## config.mk

```make
export PLATFORM = sky130hd
export DESIGN_NAME = busca_instrucao
export DESIGN_NICKNAME = d
export VERILOG_FILES = /design/src/rtl/riscv_pkg.sv /design/src/rtl/contador_programa.sv /design/src/rtl/busca_instrucao.sv
export SDC_FILE = /design/constraint.sdc
export NUM_CORES = 1
export LEC_CHECK = 0
export BUFFER_PORTS_ARGS = -buffer_cell sky130_fd_sc_hd__buf_2
export CAP_MARGIN = 20
export CORE_MARGIN = 2
export CORE_UTILIZATION = 45
export CTS_BUF_LIST = sky130_fd_sc_hd__clkbuf_4 sky130_fd_sc_hd__clkbuf_8 sky130_fd_sc_hd__clkbuf_16
export DETAILED_ROUTE_END_ITERATION = 6
export HOLD_SLACK_MARGIN = 0.1
export PLACE_DENSITY = 0.89
export SLEW_MARGIN = 20
export SYNTH_ARGS = -nofsm -noshare
export SYNTH_HDL_FRONTEND = slang
export SYNTH_HIERARCHICAL = 1
export SYNTH_SLANG_ARGS = --single-unit
```

## constraint.sdc

```tcl
create_clock -name clk -period 5.2 [get_ports clk]
set_input_delay 0.52 -clock clk [delete_from_list [all_inputs] [get_ports clk]]
set_output_delay 0.52 -clock clk [all_outputs]
set_load 0.005 [all_outputs]
```

## src/rtl/riscv_pkg.sv

```systemverilog
// Shared RISC-V fetch definitions.
//   estado_t    : fetch FSM states (FETCH, WAIT, VALID, HALT)
//   NOP         : addi x0,x0,0, the instruction register value after reset
//   OP_*        : base opcodes used by the decode slices downstream
package riscv_pkg;

  typedef enum logic [1:0] {
    FETCH = 2'd0,
    WAIT  = 2'd1,
    VALID = 2'd2,
    HALT  = 2'd3
  } estado_t;

  localparam logic [31:0] NOP = 32'h0000_0013;

  localparam logic [6:0] OP_R      = 7'b0110011;
  localparam logic [6:0] OP_IMM    = 7'b0010011;
  localparam logic [6:0] OP_LOAD   = 7'b0000011;
  localparam logic [6:0] OP_STORE  = 7'b0100011;
  localparam logic [6:0] OP_BRANCH = 7'b1100011;
  localparam logic [6:0] OP_JAL    = 7'b1101111;

endpackage

```

## src/rtl/contador_programa.sv

```systemverilog
// Program counter register with next-PC selection and target alignment check.
//   clk, rst_n   : clock, async active-low reset (pc <= RESET_PC)
//   advance      : current instruction retires this cycle
//   redirect     : branch_taken | jump for the retiring instruction
//   target_addr  : redirect destination
//   pc           : address of the held instruction
//   pc_plus4     : pc + 4, wrapping modulo 2^32
//   misaligned   : retiring redirect points to a non word-aligned target
module contador_programa #(
  parameter logic [31:0] RESET_PC = 32'h0000_0000
) (
  input  logic        clk,
  input  logic        rst_n,
  input  logic        advance,
  input  logic        redirect,
  input  logic [31:0] target_addr,
  output logic [31:0] pc,
  output logic [31:0] pc_plus4,
  output logic        misaligned
);

  assign pc_plus4   = pc + 32'd4;
  assign misaligned = advance && redirect && (target_addr[1:0] != 2'b00);

  // A misaligned redirect leaves pc pointing at the faulting instruction.
  always_ff @(posedge clk or negedge rst_n) begin
    if (!rst_n) begin
      pc <= RESET_PC;
    end else if (advance && !misaligned) begin
      pc <= redirect ? target_addr : pc_plus4;
    end
  end

endmodule

```

## src/rtl/busca_instrucao.sv

```systemverilog
// Instruction fetch stage: one outstanding request, no prefetch.
//   clk, rst_n                    : clock, async active-low reset
//   imem_req/imem_addr            : fetch request and word-aligned address
//   imem_ready                    : memory accepts the request
//   imem_rvalid/imem_rdata        : returned instruction word
//   stall                         : downstream holds the current instruction
//   branch_taken, jump, target_addr : redirect controls for the retiring instruction
//   instr_valid, instr, pc, pc_plus4 : held instruction and its address
//   opcode, funct3, funct7        : decode slices of instr
//   fault                         : sticky misaligned-target or memory timeout
module busca_instrucao
  import riscv_pkg::*;
#(
  parameter logic [31:0] RESET_PC     = 32'h0000_0000,
  parameter int          IMEM_TIMEOUT = 16
) (
  input  logic        clk,
  input  logic        rst_n,
  output logic        imem_req,
  output logic [31:0] imem_addr,
  input  logic        imem_ready,
  input  logic        imem_rvalid,
  input  logic [31:0] imem_rdata,
  input  logic        stall,
  input  logic        branch_taken,
  input  logic        jump,
  input  logic [31:0] target_addr,
  output logic        instr_valid,
  output logic [31:0] instr,
  output logic [6:0]  opcode,
  output logic [2:0]  funct3,
  output logic [6:0]  funct7,
  output logic [31:0] pc,
  output logic [31:0] pc_plus4,
  output logic        fault
);

  localparam int                CNT_W    = $clog2(IMEM_TIMEOUT) + 1;
  localparam logic [CNT_W-1:0] CNT_LAST = CNT_W'(IMEM_TIMEOUT - 1);

  estado_t          state;
  logic             started;
  logic [CNT_W-1:0] wait_cnt;
  logic             advance;
  logic             redirect;
  logic             misaligned;

  assign redirect = branch_taken | jump;
  assign advance  = (state == VALID) && !stall;

  contador_programa #(
    .RESET_PC (RESET_PC)
  ) u_pc (
    .clk         (clk),
    .rst_n       (rst_n),
    .advance     (advance),
    .redirect    (redirect),
    .target_addr (target_addr),
    .pc          (pc),
    .pc_plus4    (pc_plus4),
    .misaligned  (misaligned)
  );

  // 'started' keeps the request low until the first clock edge after reset
  // release, so a request never appears asynchronously with rst_n.
  assign imem_req    = (state == FETCH) && started;
  assign imem_addr   = pc;
  assign instr_valid = (state == VALID);

  assign opcode = instr[6:0];
  assign funct3 = instr[14:12];
  assign funct7 = instr[31:25];

  always_ff @(posedge clk or negedge rst_n) begin
    if (!rst_n) begin
      state    <= FETCH;
      started  <= 1'b0;
      instr    <= NOP;
      fault    <= 1'b0;
      wait_cnt <= '0;
    end else begin
      started <= 1'b1;
      unique case (state)
        FETCH: begin
          if (started && imem_ready) begin
            state    <= WAIT;
            wait_cnt <= '0;
          end
        end
        WAIT: begin
          // Data arriving on the final allowed cycle still wins over timeout.
          if (imem_rvalid) begin
            instr <= imem_rdata;
            state <= VALID;
          end else if (wait_cnt == CNT_LAST) begin
            fault <= 1'b1;
            state <= HALT;
          end else begin
            wait_cnt <= wait_cnt + 1'b1;
          end
        end
        VALID: begin
          if (!stall) begin
            if (misaligned) begin
              fault <= 1'b1;
              state <= HALT;
            end else begin
              state <= FETCH;
            end
          end
        end
        HALT: begin
          state <= HALT;
        end
        default: state <= HALT;
      endcase
    end
  end

endmodule

```

== After elaboration in Yosys (flattened, before gate mapping) ==
Index checks and enable logic that the tools add are counted.
Storage, ports and cells
  output and inout bits: 148
  input port bits: 71
  logic and storage cells: 52
  register bits: 73
Operators by class
  bitwise logic cells: 1
  add/subtract/negate cells: 2
  reduce and logical (&&, ||, !) cells: 16
  multiplexer cells: 16
  eq/ne operators: 11
Operators by type and width (count)
  adder 32 x 3 -> 32 bit, second input constant: 1
  two-way mux 32 bit: 1
  two-way mux 5 bit: 3
  two-way mux 2 bit: 5
  case mux 5 bit (2 select lines): 1
  != test 2 bit, second input constant: 4
  case mux 2 bit (4 select lines): 1
  logical AND 1 bit: 6
  nonzero test 2 bit: 3
  adder 5 x 1 -> 5 bit, second input constant: 1
  == test 5 x 4 -> 1 bit, second input constant: 1
  AND reduction 5 bit: 1
  == test 2 bit, second input constant: 2
  two-way mux 1 bit: 4
  != test 2 x 1 -> 1 bit, second input constant: 2
  AND reduction 4 bit: 1
  != test 3 bit, second input constant: 1
  AND reduction 3 bit: 1
  == test 2 x 1 -> 1 bit, second input constant: 1
  logical NOT 1 bit: 2
  logical NOT 2 bit: 1
  case mux 1 bit (2 select lines): 1
  AND reduction 2 bit: 1
  OR 1 bit: 1

== Logic depth before layout (Yosys ltp) ==
  word-level depth: 7
  depth in mapped cells: 8
  mapped depth without buffers: 7

== Hierarchy ==
Netlist, hierarchy kept.
By module, submodules not included
  contador_programa: cells each 289, area an instance 2378.5 µm², times used 1
  busca_instrucao: cells each 169, area an instance 2047.0 µm², times used 1

== Worst setup path before layout ==
OpenSTA, ideal clock, no wires.
  path type: flip-flop to output port
  from: register u_pc.pc[10]
  to: output port pc_plus4[31]
  path buffers: 2
  stages on the path, launching flop included: 7
  arrival time: 1.599 ns
  slack: 3.081 ns
  cell sequence: dfrtp_1 -> buf_2 -> nand4_4 -> nor4_4 -> buf_6 -> nand4_2 -> xnor2_1
Between the ends
  cells in the longest elaborated chain, start to end: 1
RTL lines
  from (decl): line contador_programa.sv:17  | output logic [31:0] pc,
  from (signal assigned): line contador_programa.sv:30  | pc <= redirect ? target_addr : pc_plus4;
  adder 32 x 3 -> 32 bit: line contador_programa.sv:22  | assign pc_plus4 = pc + 32'd4;
  to (decl): line busca_instrucao.sv:34  | output logic [31:0] pc_plus4,
No other way between the ends.

== Worst setup path in the final report ==
  from: register u_pc.pc[12]
  to: output port pc_plus4[28]
The elaborated chain is that of the path after synthesis.

==> qor.log <==
qor: sta.tightestPinTransition 0.963 ns
qor: synthesis.seq_area_frac_synth 0.414
qor: clock_tree.htree_num_levels 3
qor: sta.min_period_over_period 0.606
qor: worst_setup_path.maximum_fanout_count_along_the_critical_path 17
qor: worst_setup_path.crit_path_start u_pc/pc[12]
qor: clock_tree.clock_tree_from_tritoncts yes
qor: detailed_routing.vias 4048
qor: synthesis.cells_after_synth 458
qor: floorplan.chip_width 103 µm
qor: layout.area_growth 22.1%
qor: worst_setup_path.cpMaxStageDelayCell sky130_fd_sc_hd__nor4_4
qor: clock_tree.ctsResizeCount 0
qor: detailed_routing.ant_nets 0
qor: clock_tree.number_of_buffers_created_by_cts 9
qor: detailed_routing.met3RoutedLength 1050 µm
qor: layout.num-nets-final 685
qor: global_routing.antenna_found_initial 1
qor: detailed_routing.route.layer.met1.wl 4930 µm
qor: worst_setup_path.critPathMaxStageDelay 0.76 ns
qor: place.number_of_buffer_cells_added_on_primary_ports 218
qor: clock_tree.postCtsSetupBuffers 0
qor: synthesis.synth-warning-count 6
qor: worst_setup_path.cp_cell_instances nand4_4 > nor4_4 > nand4_1 > xnor2_1 > buf_2
qor: place.detailed_place.area 5190 µm²
qor: min_path.min-delay-path-class input pin to async pin
qor: sta.worst_clock_skew 0.0102 ns
qor: synthesis.synth-seq-cells 73
qor: sta.max_clock_freq 318 MHz
qor: detailed_routing.detailroute.wirelength.met2 6080 µm
qor: clock_tree.clk_root_buffer_cell sky130_fd_sc_hd__clkbuf_8
qor: layout.layout.cells.most_common_list sky130_fd_sc_hd__buf_2 (217), sky130_fd_sc_hd__dfrtp_1 (70), sky130_fd_sc_hd__mux2_2 (32), sky130_fd_sc_hd__nand2_1 (31), sky130_fd_sc_hd__o21ai_0 (26)
qor: layout.drive_gt1_frac 0.461
qor: detailed_routing.wire_per_inst 16.4 µm
qor: detailed_routing.route.top_layer_used met4
qor: clock_tree.clock_latency_on_the_worst_skew_pair 0.35 ns
qor: global_routing.groute.usage.overall 0.229
qor: clock_tree.cts_hold_buffers 0
qor: global_routing.number_of_global_route_vias_before_repair 3743
qor: worst_setup_path.timing.reg2reg.setup_slack 2.28 ns
qor: pwr.power_leakage 0.00270 µW
qor: status.status completed
qor: synthesis.post_synth_edffs 0
qor: floorplan.die_area 10600 µm²
qor: layout.finalInstanceArea 5400 µm²
qor: synthesis.total_nets_after_synthesis 532
qor: sta.worst_slew_margin_rel 0.357
qor: synthesis.ys_flop_type sky130_fd_sc_hd__dfrtp_1
qor: detailed_routing.drt-pass1-iter-count 5
qor: sta.finalWorstPathRequiredPeriod 3.15 ns
qor: sta.finalSetupViolCount 0
qor: floorplan.initial_core_util 0.459
qor: worst_setup_path.worstReg2RegEnd u_pc/pc[30]
qor: sta.timing.final.ws_setup 2.05 ns
qor: worst_setup_path.reg2reg_from state[1]
qor: worst_setup_path.cp-end-kind output port
qor: pwr.p_total 2970 µW
qor: detailed_routing.via_per_inst 5.40
qor: place.place.gp.congestion 0.882
qor: clock_tree.clock_edge_transition_at_the_registers_on_the_reported_setup_and_hold_paths 0.09 ns
qor: floorplan.placeableCoreArea 9640 µm²
qor: place.detailedPlace.worstSlack 1.91 ns
qor: synthesis.postSynthAreaPerCell 9.66 µm²
qor: detailed_routing.drc_errors 0
qor: worst_setup_path.worstPathArrival 2.63 ns
qor: detailed_routing.drc_marker_count_from_the_first_detailed_route_iteration 188
qor: pwr.power_density 549 nW/µm²
qor: worst_setup_path.startpoint_type register
qor: synthesis.post_synth_num_cell_types 61
qor: clock_tree.clk_path_buf_depth 2
qor: detailed_routing.routed_wirelength 12300 µm
qor: clock_tree.tritoncts_num_sinks 73
qor: worst_setup_path.setup.worst_path.class register to output port
qor: floorplan.dieHeight 103 µm
qor: pwr.vdd_drop_max 190 µV
qor: flow_run.drv.max_cap_violation_count 0
qor: sta.rsz0062_at_grt false
qor: global_routing.pin_count_of_the_biggest_net_entering_global_routing 74
qor: sta.summed_negative_setup_slack_over_all_endpoints 0 ns
qor: worst_setup_path.worst-endpoint-required 4.68 ns
qor: global_routing.grt_overflow_total 0
qor: layout.leading_cell_type_in_the_layout_fill_and_taps_excluded sky130_fd_sc_hd__buf_2
qor: sta.final_hold_viol_count 0
qor: floorplan.io_pins 219
qor: global_routing.grt_pass1_wl 18900 µm
qor: worst_setup_path.worst_r2r_path_depth 6
qor: place.place_hpwl 9050 µm
qor: synthesis.syn_area 4430 µm²
qor: sta.final-max-slew-violation-count 0
qor: synthesis.ys_async_sr_fraction 1.00
qor: floorplan.placementRows 36
[power by group]
| part | total, µW | switching, µW | internal, µW |
|---|---|---|---|
| Clock | 474 | 233 | 241 |
| Combinational | 1270 | 572 | 703 |
| Sequential | 1220 | 377 | 841 |
| Total | 2970 | 1180 | 1790 |
[cell usage after synthesis (3+ instances only)]
cell type	n	area share
sky130_fd_sc_hd__buf_2	9	0.010
sky130_fd_sc_hd__buf_4	52	0.088
sky130_fd_sc_hd__ha_1	3	0.0085
sky130_fd_sc_hd__a21oi_1	20	0.023
sky130_fd_sc_hd__inv_1	12	0.010
sky130_fd_sc_hd__a22oi_1	9	0.015
sky130_fd_sc_hd__mux2i_1	7	0.016
sky130_fd_sc_hd__and2_1	5	0.0071
sky130_fd_sc_hd__xnor2_1	20	0.040
sky130_fd_sc_hd__o22ai_1	4	0.0057
sky130_fd_sc_hd__nand4_1	9	0.013
sky130_fd_sc_hd__nor3b_1	4	0.0068
sky130_fd_sc_hd__nand3_1	20	0.023
sky130_fd_sc_hd__nor2b_1	4	0.0057
sky130_fd_sc_hd__dfstp_2	3	0.018
sky130_fd_sc_hd__o21a_1	3	0.0051
sky130_fd_sc_hd__xor2_1	9	0.018
sky130_fd_sc_hd__nand2_1	31	0.026
sky130_fd_sc_hd__clkbuf_1	14	0.012
sky130_fd_sc_hd__a31oi_1	7	0.0099
sky130_fd_sc_hd__mux2_2	32	0.081
sky130_fd_sc_hd__nor2_1	23	0.020
sky130_fd_sc_hd__o21ai_0	26	0.029
sky130_fd_sc_hd__dfrtp_1	70	0.40
sky130_fd_sc_hd__and3_1	8	0.011
sky130_fd_sc_hd__nor3_1	8	0.0090
sky130_fd_sc_hd__and4_1	3	0.0059
[critical path, delay by kind of cell (launching register included)]
kind | cells | cell delay (ns)
and+or+nand+nor | 3 | 1.33
DFF | 1 | 0.58
xor gates and xnor gates | 1 | 0.23
buffers and inverters | 1 | 0.13
[sequential cells by signal (all words and copies together) (netlist names)]
register,count
u_pc/pc,32
fault,1
instr,32
started,1
wait_cnt,5
state,2
[cell families after synthesis]
logic type | synth area share
AO/OA/AOI/OAI | 0.123
XOR/XNOR | 0.0574
adder cells (fa/ha/maj) | 0.00848
buffers and inverters | 0.124
flip-flops | 0.414
multiplexers | 0.0973
other | 0.000847
AND/OR/NAND/NOR | 0.175
[per-layer routing]
metal,vias to the layer above,global-route usage
li1,1871,-
met5,-,0
met1,1949,0.286
met3,20,0.0531
met4,0,0.0870
met2,208,0.387
[final cells by class]
cell class | instances | area (µm²)
diodes | 1 | 2.50
clock buffers | 10 | 138
clock inverters | 6 | 73.8
fillers | 862 | 4240
inverters | 12 | 45.0
multi-input cells | 296 | 2050
flip-flops and latches | 73 | 1830
well taps | 133 | 166
repair buffers | 219 | 1100
[how the worst max path moves through the flow]
stage                               to  slack (ns)  depth (start not counted)
after CTS                 pc_plus4[28]        2.04                          5
after floorplan           pc_plus4[31]        3.08                          6
after global routing      pc_plus4[28]        1.79                          5
after global placement     u_pc/pc[30]        2.08                          7
after detailed placement   u_pc/pc[30]        1.91                          7
final                     pc_plus4[28]        2.05                          5
[per-stage QoR]
stage,instances,hold WS [ns],utilization
2_1_floorplan,458,0.224,-
3_3_place_gp,733,0.472,0.538
3_5_place_dp,733,0.467,0.538
4_1_cts,749,0.323,0.560
5_1_grt,750,0.365,0.561
6_report,750,0.290,0.561
Note: power is estimated with default switching activity, not from simulation.
